[config.mk]
export PLATFORM = sky130hd
export DESIGN_NAME = monopix_readout_ctrl_flat
export DESIGN_NICKNAME = d
export VERILOG_FILES = /design/src/rtl/monopix_readout_ctrl_if.sv /design/src/rtl/monopix_readout_ctrl.sv /design/src/flat_wrapper.sv
export SDC_FILE = /design/constraint.sdc
export NUM_CORES = 1
export LEC_CHECK = 0
export ABC_CLOCK_PERIOD_IN_PS = 8500
export CAP_MARGIN = 25
export CORE_MARGIN = 4
export CORE_UTILIZATION = 25
export CTS_CLUSTER_DIAMETER = 100
export DETAILED_ROUTE_END_ITERATION = 10
export RECOVER_POWER = 100
export SLEW_MARGIN = 20
export SYNTH_ARGS = -nofsm -noshare
export SYNTH_HDL_FRONTEND = slang
export SYNTH_SLANG_ARGS = --single-unit
export TNS_END_PERCENT = 10
[constraint.sdc]
create_clock -name clk_bx -period 8.5 [get_ports clk_bx]
set_input_delay 1.7 -clock clk_bx [delete_from_list [all_inputs] [get_ports clk_bx]]
set_output_delay 1.7 -clock clk_bx [all_outputs]
set_load 0.005 [all_outputs]
[src/rtl/monopix_readout_ctrl_if.sv]
// rtl/monopix_readout_ctrl_if.sv - decoded hit word stream from the readout controller
interface monopix_readout_ctrl_if #(
    parameter int DATA_W = 27
);
    logic [DATA_W-1:0] out_data;
    logic              out_valid;
    logic              out_ready;

    modport master (
        output out_data,
        output out_valid,
        input  out_ready
    );

    modport slave (
        input  out_data,
        input  out_valid,
        output out_ready
    );
endinterface

[src/rtl/monopix_readout_ctrl.sv]
// rtl/monopix_readout_ctrl.sv - token-driven MONOPIX column readout with FWFT output FIFO
module monopix_readout_ctrl #(
    parameter int DATA_W     = 27,
    parameter int FIFO_DEPTH = 8,
    parameter int CNT_W      = 8
) (
    input  logic                   clk_bx,
    input  logic                   rst_n,
    input  logic                   enable,
    input  logic [CNT_W-1:0]       cfg_wait_dly,
    input  logic [CNT_W-1:0]       cfg_read_len,
    input  logic [CNT_W-1:0]       cfg_ser_dly,
    input  logic                   token,
    input  logic                   data_in,
    output logic                   freeze,
    output logic                   read,
    output logic                   busy,
    output logic                   overflow,
    output logic [15:0]            hit_cnt,
    input  logic                   clear_cnt,
    monopix_readout_ctrl_if.master out_if
);
    // SHIFT spans ser_dly + DATA_W cycles, so the counter needs headroom above CNT_W
    localparam int DLY_W = CNT_W + $clog2(DATA_W) + 1;
    localparam int AW    = $clog2(FIFO_DEPTH);

    typedef enum logic [2:0] {
        IDLE,
        TOKEN_WAIT,
        READ,
        SHIFT,
        STORE
    } state_t;

    state_t            state;
    state_t            next_state;
    logic [DLY_W-1:0]  dly_cnt;
    logic [CNT_W-1:0]  wait_q;
    logic [CNT_W-1:0]  read_q;
    logic [CNT_W-1:0]  ser_q;
    logic [DATA_W-1:0] shift_q;

    logic [DLY_W-1:0]  wait_last;
    logic [DLY_W-1:0]  read_last;
    logic [DLY_W-1:0]  skip_end;
    logic [DLY_W-1:0]  shift_last;
    logic              start;

    logic [DATA_W-1:0] mem [FIFO_DEPTH];
    logic [AW-1:0]     wr_ptr;
    logic [AW-1:0]     rd_ptr;
    logic [AW:0]       count;
    logic              valid;
    logic              push;
    logic              pop;
    logic              full;
    logic              accept;
    logic              drop;

    always_comb begin
        start      = enable && token;
        wait_last  = DLY_W'(wait_q);
        read_last  = (read_q == '0) ? '0 : DLY_W'(read_q) - DLY_W'(1);
        skip_end   = DLY_W'(ser_q);
        shift_last = DLY_W'(ser_q) + DLY_W'(DATA_W - 1);
    end

    always_comb begin
        next_state = state;
        case (state)
            IDLE:       if (start) next_state = TOKEN_WAIT;
            TOKEN_WAIT: if (dly_cnt == wait_last) next_state = READ;
            READ:       if (dly_cnt == read_last) next_state = SHIFT;
            SHIFT:      if (dly_cnt == shift_last) next_state = STORE;
            STORE:      next_state = start ? TOKEN_WAIT : IDLE;
            default:    next_state = IDLE;
        endcase
    end

    // Chip strobes are loaded from next_state so they change in step with state
    always_ff @(posedge clk_bx or negedge rst_n) begin
        if (!rst_n) begin
            state   <= IDLE;
            dly_cnt <= '0;
            wait_q  <= '0;
            read_q  <= '0;
            ser_q   <= '0;
            shift_q <= '0;
            freeze  <= 1'b0;
            read    <= 1'b0;
            busy    <= 1'b0;
        end else begin
            state   <= next_state;
            dly_cnt <= (next_state != state) ? '0 : dly_cnt + DLY_W'(1);
            if (next_state == TOKEN_WAIT && state != TOKEN_WAIT) begin
                wait_q <= cfg_wait_dly;
                read_q <= cfg_read_len;
                ser_q  <= cfg_ser_dly;
            end
            if (state == SHIFT && dly_cnt >= skip_end) begin
                shift_q <= {shift_q[DATA_W-2:0], data_in};
            end
            freeze <= (next_state == TOKEN_WAIT) || (next_state == READ) ||
                      (next_state == SHIFT);
            read   <= (next_state == READ);
            busy   <= (next_state != IDLE);
        end
    end

    always_comb begin
        valid  = (count != '0);
        push   = (state == STORE);
        full   = (count == (AW+1)'(FIFO_DEPTH));
        pop    = valid && out_if.out_ready;
        accept = push && (!full || pop);
        drop   = push && full && !pop;
    end

    assign out_if.out_valid = valid;
    assign out_if.out_data  = valid ? mem[rd_ptr] : '0;

    always_ff @(posedge clk_bx) begin
        if (accept) begin
            mem[wr_ptr] <= shift_q;
        end
    end

    always_ff @(posedge clk_bx or negedge rst_n) begin
        if (!rst_n) begin
            wr_ptr   <= '0;
            rd_ptr   <= '0;
            count    <= '0;
            overflow <= 1'b0;
            hit_cnt  <= '0;
        end else begin
            if (accept) wr_ptr <= wr_ptr + AW'(1);
            if (pop) rd_ptr <= rd_ptr + AW'(1);
            if (accept && !pop) begin
                count <= count + (AW+1)'(1);
            end else if (pop && !accept) begin
                count <= count - (AW+1)'(1);
            end
            // A clear coinciding with a push or drop wins
            if (clear_cnt) begin
                overflow <= 1'b0;
                hit_cnt  <= '0;
            end else begin
                if (drop) overflow <= 1'b1;
                if (accept && hit_cnt != 16'hFFFF) hit_cnt <= hit_cnt + 16'd1;
            end
        end
    end
endmodule

[src/flat_wrapper.sv]
// flat-port wrapper written by rule: the top's interface ports become plain ports
module monopix_readout_ctrl_flat 
#(
    parameter int DATA_W     = 27,
    parameter int FIFO_DEPTH = 8,
    parameter int CNT_W      = 8
)
  (clk_bx, rst_n, enable, cfg_wait_dly, cfg_read_len, cfg_ser_dly, token, data_in, freeze, read, busy, overflow, hit_cnt, clear_cnt, out_if_out_data, out_if_out_valid, out_if_out_ready);
  monopix_readout_ctrl_if #(.DATA_W(DATA_W)) out_if_i ();
  input  logic clk_bx;
  input  logic rst_n;
  input  logic enable;
  input  logic [CNT_W-1:0] cfg_wait_dly;
  input  logic [CNT_W-1:0] cfg_read_len;
  input  logic [CNT_W-1:0] cfg_ser_dly;
  input  logic token;
  input  logic data_in;
  output logic freeze;
  output logic read;
  output logic busy;
  output logic overflow;
  output logic [15:0] hit_cnt;
  input  logic clear_cnt;
  output wire logic [$bits(out_if_i.out_data)-1:0] out_if_out_data;
  output wire logic [$bits(out_if_i.out_valid)-1:0] out_if_out_valid;
  input wire logic [$bits(out_if_i.out_ready)-1:0] out_if_out_ready;
  assign out_if_out_data = out_if_i.out_data;
  assign out_if_out_valid = out_if_i.out_valid;
  assign out_if_i.out_ready = out_if_out_ready;
  monopix_readout_ctrl #(.DATA_W(DATA_W), .FIFO_DEPTH(FIFO_DEPTH), .CNT_W(CNT_W)) u_core (.clk_bx(clk_bx), .rst_n(rst_n), .enable(enable), .cfg_wait_dly(cfg_wait_dly), .cfg_read_len(cfg_read_len), .cfg_ser_dly(cfg_ser_dly), .token(token), .data_in(data_in), .freeze(freeze), .read(read), .busy(busy), .overflow(overflow), .hit_cnt(hit_cnt), .clear_cnt(clear_cnt), .out_if(out_if_i));
endmodule
Word level (Yosys, flattened, before mapping)
Memory sizes are Yosys's and may differ from the RTL's. Cells that the tools add are included.

Add/sub/neg operators: 8. Mux-type cells: 17. $lt $le $gt $ge: 1. Equality and inequality tests: 14. Reductions and logical operators: 23.

Operators by type and width (number): 16-bit 2-to-1 mux (2); 14-bit == test (2); 14-bit 2-to-1 mux (2); 27-bit 2-to-1 mux (1); 16-bit by 1-bit adder with 16-bit output (second input constant) (1); 16-bit inequality test (second input constant) (1); 3-bit case mux with 5 select lines (1); 14-bit by 1-bit adder with 14-bit output (second input constant) (1); 14-bit by 8-bit == test with 1-bit output (1); 14-bit by 8-bit >= comparator with 1-bit output (1); 3-bit by 2-bit == test with 1-bit output (second input constant) (4); 3-bit 2-to-1 mux (4); 1-bit logical AND (10); 8-bit by 5-bit adder with 9-bit output (second input constant) (1); 8-bit by 1-bit subtractor with 9-bit output (second input constant) (1); 8-bit logical NOT (1); 4-bit 2-to-1 mux (2); 3-bit by 1-bit adder with 3-bit output (second input constant) (2); 3-bit by 1-bit == test with 1-bit output (second input constant) (2); 2-bit nonzero test (3); 1-bit 2-to-1 mux (5); 4-bit by 1-bit adder with 4-bit output (second input constant) (1); 4-bit == test (second input constant) (1); 4-bit nonzero test (1); other kinds (8) (12).

Memories: 1. Logic and storage cells: 78. Flip-flop bits (word level): 98. Bits of input ports: 31. Memory bits (writable): 216. Output and inout port bits: 48.

Memories: u_core.mem (depth 8, width 27, rd ports 1, clocked after memory_dff 0, write ports 1, line monopix_readout_ctrl.sv:49) `logic [DATA_W-1:0] mem [FIFO_DEPTH];`.

Longest topological paths before layout
Depth in word-level cells: 8. Depth in mapped cells: 12. Gate-level depth less buffers: 12.

Worst setup path before layout
Ideal clock, no wire load.

Kind: input to register. Start point: in out_if_out_ready. End point: mem u_core.mem[1][0], enable pin. Data arrival time: 4.858 ns. Buffers on the path: 0. Slack: 3.153 ns. Stages on the path: 3. Cells stage by stage: nor3_1 nand3b_1 nor4b_1.

Word-level cells in the longest chain between the ends: 5.

RTL lines: start: declaration (line flat_wrapper.sv:26) `input wire logic [$bits(out_if_i.out_ready)-1:0] out_if_out_ready;`; 1-bit logical AND (line monopix_readout_ctrl.sv:114) `pop = valid && out_if.out_ready;`; 1-bit logical OR (line monopix_readout_ctrl.sv:115) `accept = push && (!full || pop);`; 1-bit logical AND (line monopix_readout_ctrl.sv:115); 1-bit 2-to-1 mux (line monopix_readout_ctrl.sv:123) `if (accept) begin`; 1-bit 2-to-1 mux (implied by the code) (line monopix_readout_ctrl.sv:124) `mem[wr_ptr] <= shift_q;`; end: declaration (line monopix_readout_ctrl.sv:49).

Every way passes these cells.

Worst setup path in the final report
Start point: reg u_core.count[0]. End point: out out_if_out_data[3].

Word-level cells in the longest chain between the ends: 2.

RTL lines: start: declaration (line monopix_readout_ctrl.sv:52) `logic [AW:0] count;`; start signal: assignment (line monopix_readout_ctrl.sv:139) `count <= count + (AW+1)'(1);`; start signal: assignment (line monopix_readout_ctrl.sv:141) `count <= count - (AW+1)'(1);`; 4-bit nonzero test (line monopix_readout_ctrl.sv:111) `valid = (count != '0);`; 27-bit 2-to-1 mux (line monopix_readout_ctrl.sv:120) `assign out_if.out_data = valid ? mem[rd_ptr] : '0;`; end: declaration (line flat_wrapper.sv:24) `output wire logic [$bits(out_if_i.out_data)-1:0] out_if_out_data;`.

Every way passes these cells.

==> impl_metrics.env <==
export IMPL_numCtsBuffers=34
export IMPL_p_leak_nw=6.44
export IMPL_wl_per_cell_um=17.5
export IMPL_dieArea_sq_mm=0.0569
export IMPL_crit_path_start="u_core.count[0]"
export IMPL_detail_route_first_pass_iterations=5
export IMPL_hold_start="u_core.overflow"
export IMPL_grtUsageTotal_pct=10.0
export IMPL_synth_fp_nets=884
export IMPL_fin_skew_ns=0.0192
export IMPL_cp_endpoint="out_if_out_data[3]"
export IMPL_grt_start_max_net_pins=56
export IMPL_post_cts_setup_buffers=0
export IMPL_fin_cells=1635
export IMPL_drv_cap=12
export IMPL_slew_headroom_pct=-91.3
export IMPL_vias=7391
export IMPL_path_depth=5
export IMPL_drtIter0Drc=438
export IMPL_ff2ff_path_depth=13
export IMPL_dp_final_hpwl_mm=16.7
export IMPL_required_ns=6.80
export IMPL_crit_slowest_cell="clkbuf_1"
export IMPL_fmax_ghz=0.187
export IMPL_r2r_end="u_core.count[3]"
export IMPL_syn_area_per_cell_sq_um=15.9
export IMPL_cts_tree="done"
export IMPL_htreeDepth=2
export IMPL_finalHoldViolCount=0
export IMPL_hold_worst_slack_ns=0.520
export IMPL_worstPathArrival_ns=3.66
export IMPL_cp_end_kind="primary output"
export IMPL_root_buffer="clkbuf_16"
export IMPL_yosysWarnings=0
export IMPL_layout_common_cells="edfxtp_1, dfrtp_1, nor2_1"
export IMPL_critPathBufInv=2
export IMPL_cp_top_family="buffers and inverters"
export IMPL_antenna_left=0
export IMPL_critPathLaunchType="flip-flop"
export IMPL_core_rowCount=84
export IMPL_worstSetupPathType="reg2out"
export IMPL_final_common_cell="edfxtp_1"
export IMPL_synth_flop_cell="edfxtp_1"
export IMPL_dp_cells=1574
export IMPL_finalWeightedCongestion=0.779
export IMPL_ys_ff_latch=314
export IMPL_wl_mm=28.7
export IMPL_design_core_area_sq_mm=0.0527
export IMPL_grt_overflow_total=0
export IMPL_fin_nets=972
export IMPL_ir_drop_mv=0.138
export IMPL_r2r_slack_ns=4.41
export IMPL_violations="capacitance limit, slew limit"
export IMPL_grt_pass1_wl_mm=44.8
export IMPL_grt_pass1_vias=7512
export IMPL_synthArstFlopShare_pct=31.2
export IMPL_initial_core_util_pct=25.2
export IMPL_drive_gt1_share_pct=17.3
export IMPL_clkTransAtPathRegs_ns=0.06
export IMPL_syn_cell_area_sq_mm=0.0133
export IMPL_utilization_pct=30.2
export IMPL_syn_instance_count=834
export IMPL_rsz0062_at_grt="false"
export IMPL_r2r_start="u_core.count[0]"
export IMPL_portBuffers=78
export IMPL_drc=0
export IMPL_synth_edf_count=216
export IMPL_status="finished, violations left"
export IMPL_ys_types=56
export IMPL_die_x_um=239
export IMPL_max_slew_worst_pin_slew_ns=2.87
export IMPL_hold_buffers=0
export IMPL_vias_per_cell=4.52
export IMPL_clockBufferDepth=3
export IMPL_period_share_pct=63.1
export IMPL_worstPathCellList="or3_1, nor2_2, clkbuf_1, nor2_1, dlygate4sd3_1"
export IMPL_die_y_um=239
export IMPL_fin_crit_ns=5.36
export IMPL_max_stage_delay_ns=1.24
export IMPL_boundaryPins=79
export IMPL_powerDensity_mw_per_mm2=222
export IMPL_insertion_delay_ns=0.53
export IMPL_ys_seq_area_share_pct=67.2
export IMPL_antennaDiodeCount=0
export IMPL_fin_tns_setup_ns=0
export IMPL_area_delta_synth_final_pct=19.8
export IMPL_cts_resized=0
export IMPL_antenna_found_initial=0
export IMPL_min_path_type="reg2reg"
export IMPL_slew_viol_final=363
export IMPL_cp_max_fo=28
export IMPL_setup_violations=0
export IMPL_cts_sinks=314
==> final cells by class <==
| class | count | area [sq um] |
|---|---|---|
| Fill cell | 5231 | 36700 |
| Inverter | 18 | 67.6 |
| Sequential cell | 314 | 8940 |
| Clock inverter | 20 | 196 |
| Clock buffer | 41 | 887 |
| Tap cell | 688 | 861 |
| Timing Repair Buffer | 94 | 853 |
| Multi-Input combinational cell | 460 | 4110 |
==> cells in the mapped netlist (all sizes together), types with 4 or more instances <==
cell	number	area, sq um
o21ai	21	105
nor3	14	70.1
ha	18	225
and4	6	52.6
edfxtp	216	6490
a21oi	23	153
nand4	8	50.1
xnor2	25	219
and3	9	56.3
or3	5	31.3
mux4	54	1220
dfrtp	98	2450
nor2	65	244
nand3	17	85.1
mux2i	29	290
clkbuf	25	93.8
mux2	43	484
nor4	10	62.6
buf	17	73.8
inv	17	63.8
a21o	4	30.0
nor3b	6	45.0
nand2	37	139
xor2	26	228
==> flip-flops by register name (all words and copies together), names as in the netlist, 3 cells and up <==
signal          flops
u_core.count        4
u_core.read_q       8
u_core.hit_cnt     16
u_core.dly_cnt     14
u_core.rd_ptr       3
u_core.state        3
u_core.mem        216
u_core.shift_q     27
u_core.wait_q       8
u_core.ser_q        8
u_core.wr_ptr       3
==> through the flow <==
step | setup slack, ns | total power, mW | area [sq um]
floorplan | 3.15 | 2.01 | 13300
global placement | 3.80 | 2.14 | 14900
detailed placement | 3.70 | 2.15 | 14900
CTS | 3.38 | 3.60 | 16000
global route | 2.80 | 3.69 | 15900
finish | 3.14 | 3.53 | 15900
==> worst min path at each step <==
stage / end / slack [ns] / cells after the start
finish: u_core.overflow / 0.52 / 2
global route: u_core.rd_ptr[1] / 0.55 / 1
CTS: u_core.count[2] / 0.53 / 2
detailed placement: u_core.count[2] / 0.52 / 2
global placement: u_core.count[2] / 0.50 / 2
floorplan: u_core.count[2] / 0.47 / 2
==> routing by layer <==
metal / global-route usage, % / up-vias / part of all wire, %
li1: - / 3383 / -
met1: 13.4 / 3820 / 45
met2: 16.7 / 148 / 49
met3: 2.28 / 40 / 4.8
met4: 2.04 / 0 / 1.6
met5: 0 / - / 0
==> cells by family after synthesis <==
logic type               count (synthesis)  synth area share, %
XOR/XNOR                                51                 3.36
multiplexers                           126                 15.0
AND/OR/NAND/NOR                        192                 7.14
adder cells (fa/ha/maj)                 19                 1.84
flip-flops                             314                 67.2
AO/OA/AOI/OAI                           72                 3.68
buffers and inverters                   60                 1.77
==> worst reg2reg max path: stages, from the launching register on <==
cell and delay (ns):
dfrtp_1 0.43, or3_1 0.40, nor2_2 0.09, clkbuf_1 1.24, inv_1 0.30, nand2_1 0.25
ha_1 0.22, inv_1 0.09, ha_1 0.28, a21o_1 0.15, a21oi_1 0.19, xnor2_1 0.16
nor2_1 0.07, xnor2_1 0.12
==> where the power goes <==
group | internal (mW) | switching (mW) | leakage [nW]
logic | 0.190 | 0.215 | 2.16
registers | 1.64 | 0.0541 | 3.75
clock network | 0.820 | 0.609 | 0.534
total | 2.65 | 0.878 | 6.44
No activity file was read; power rests on OpenSTA's default activity.
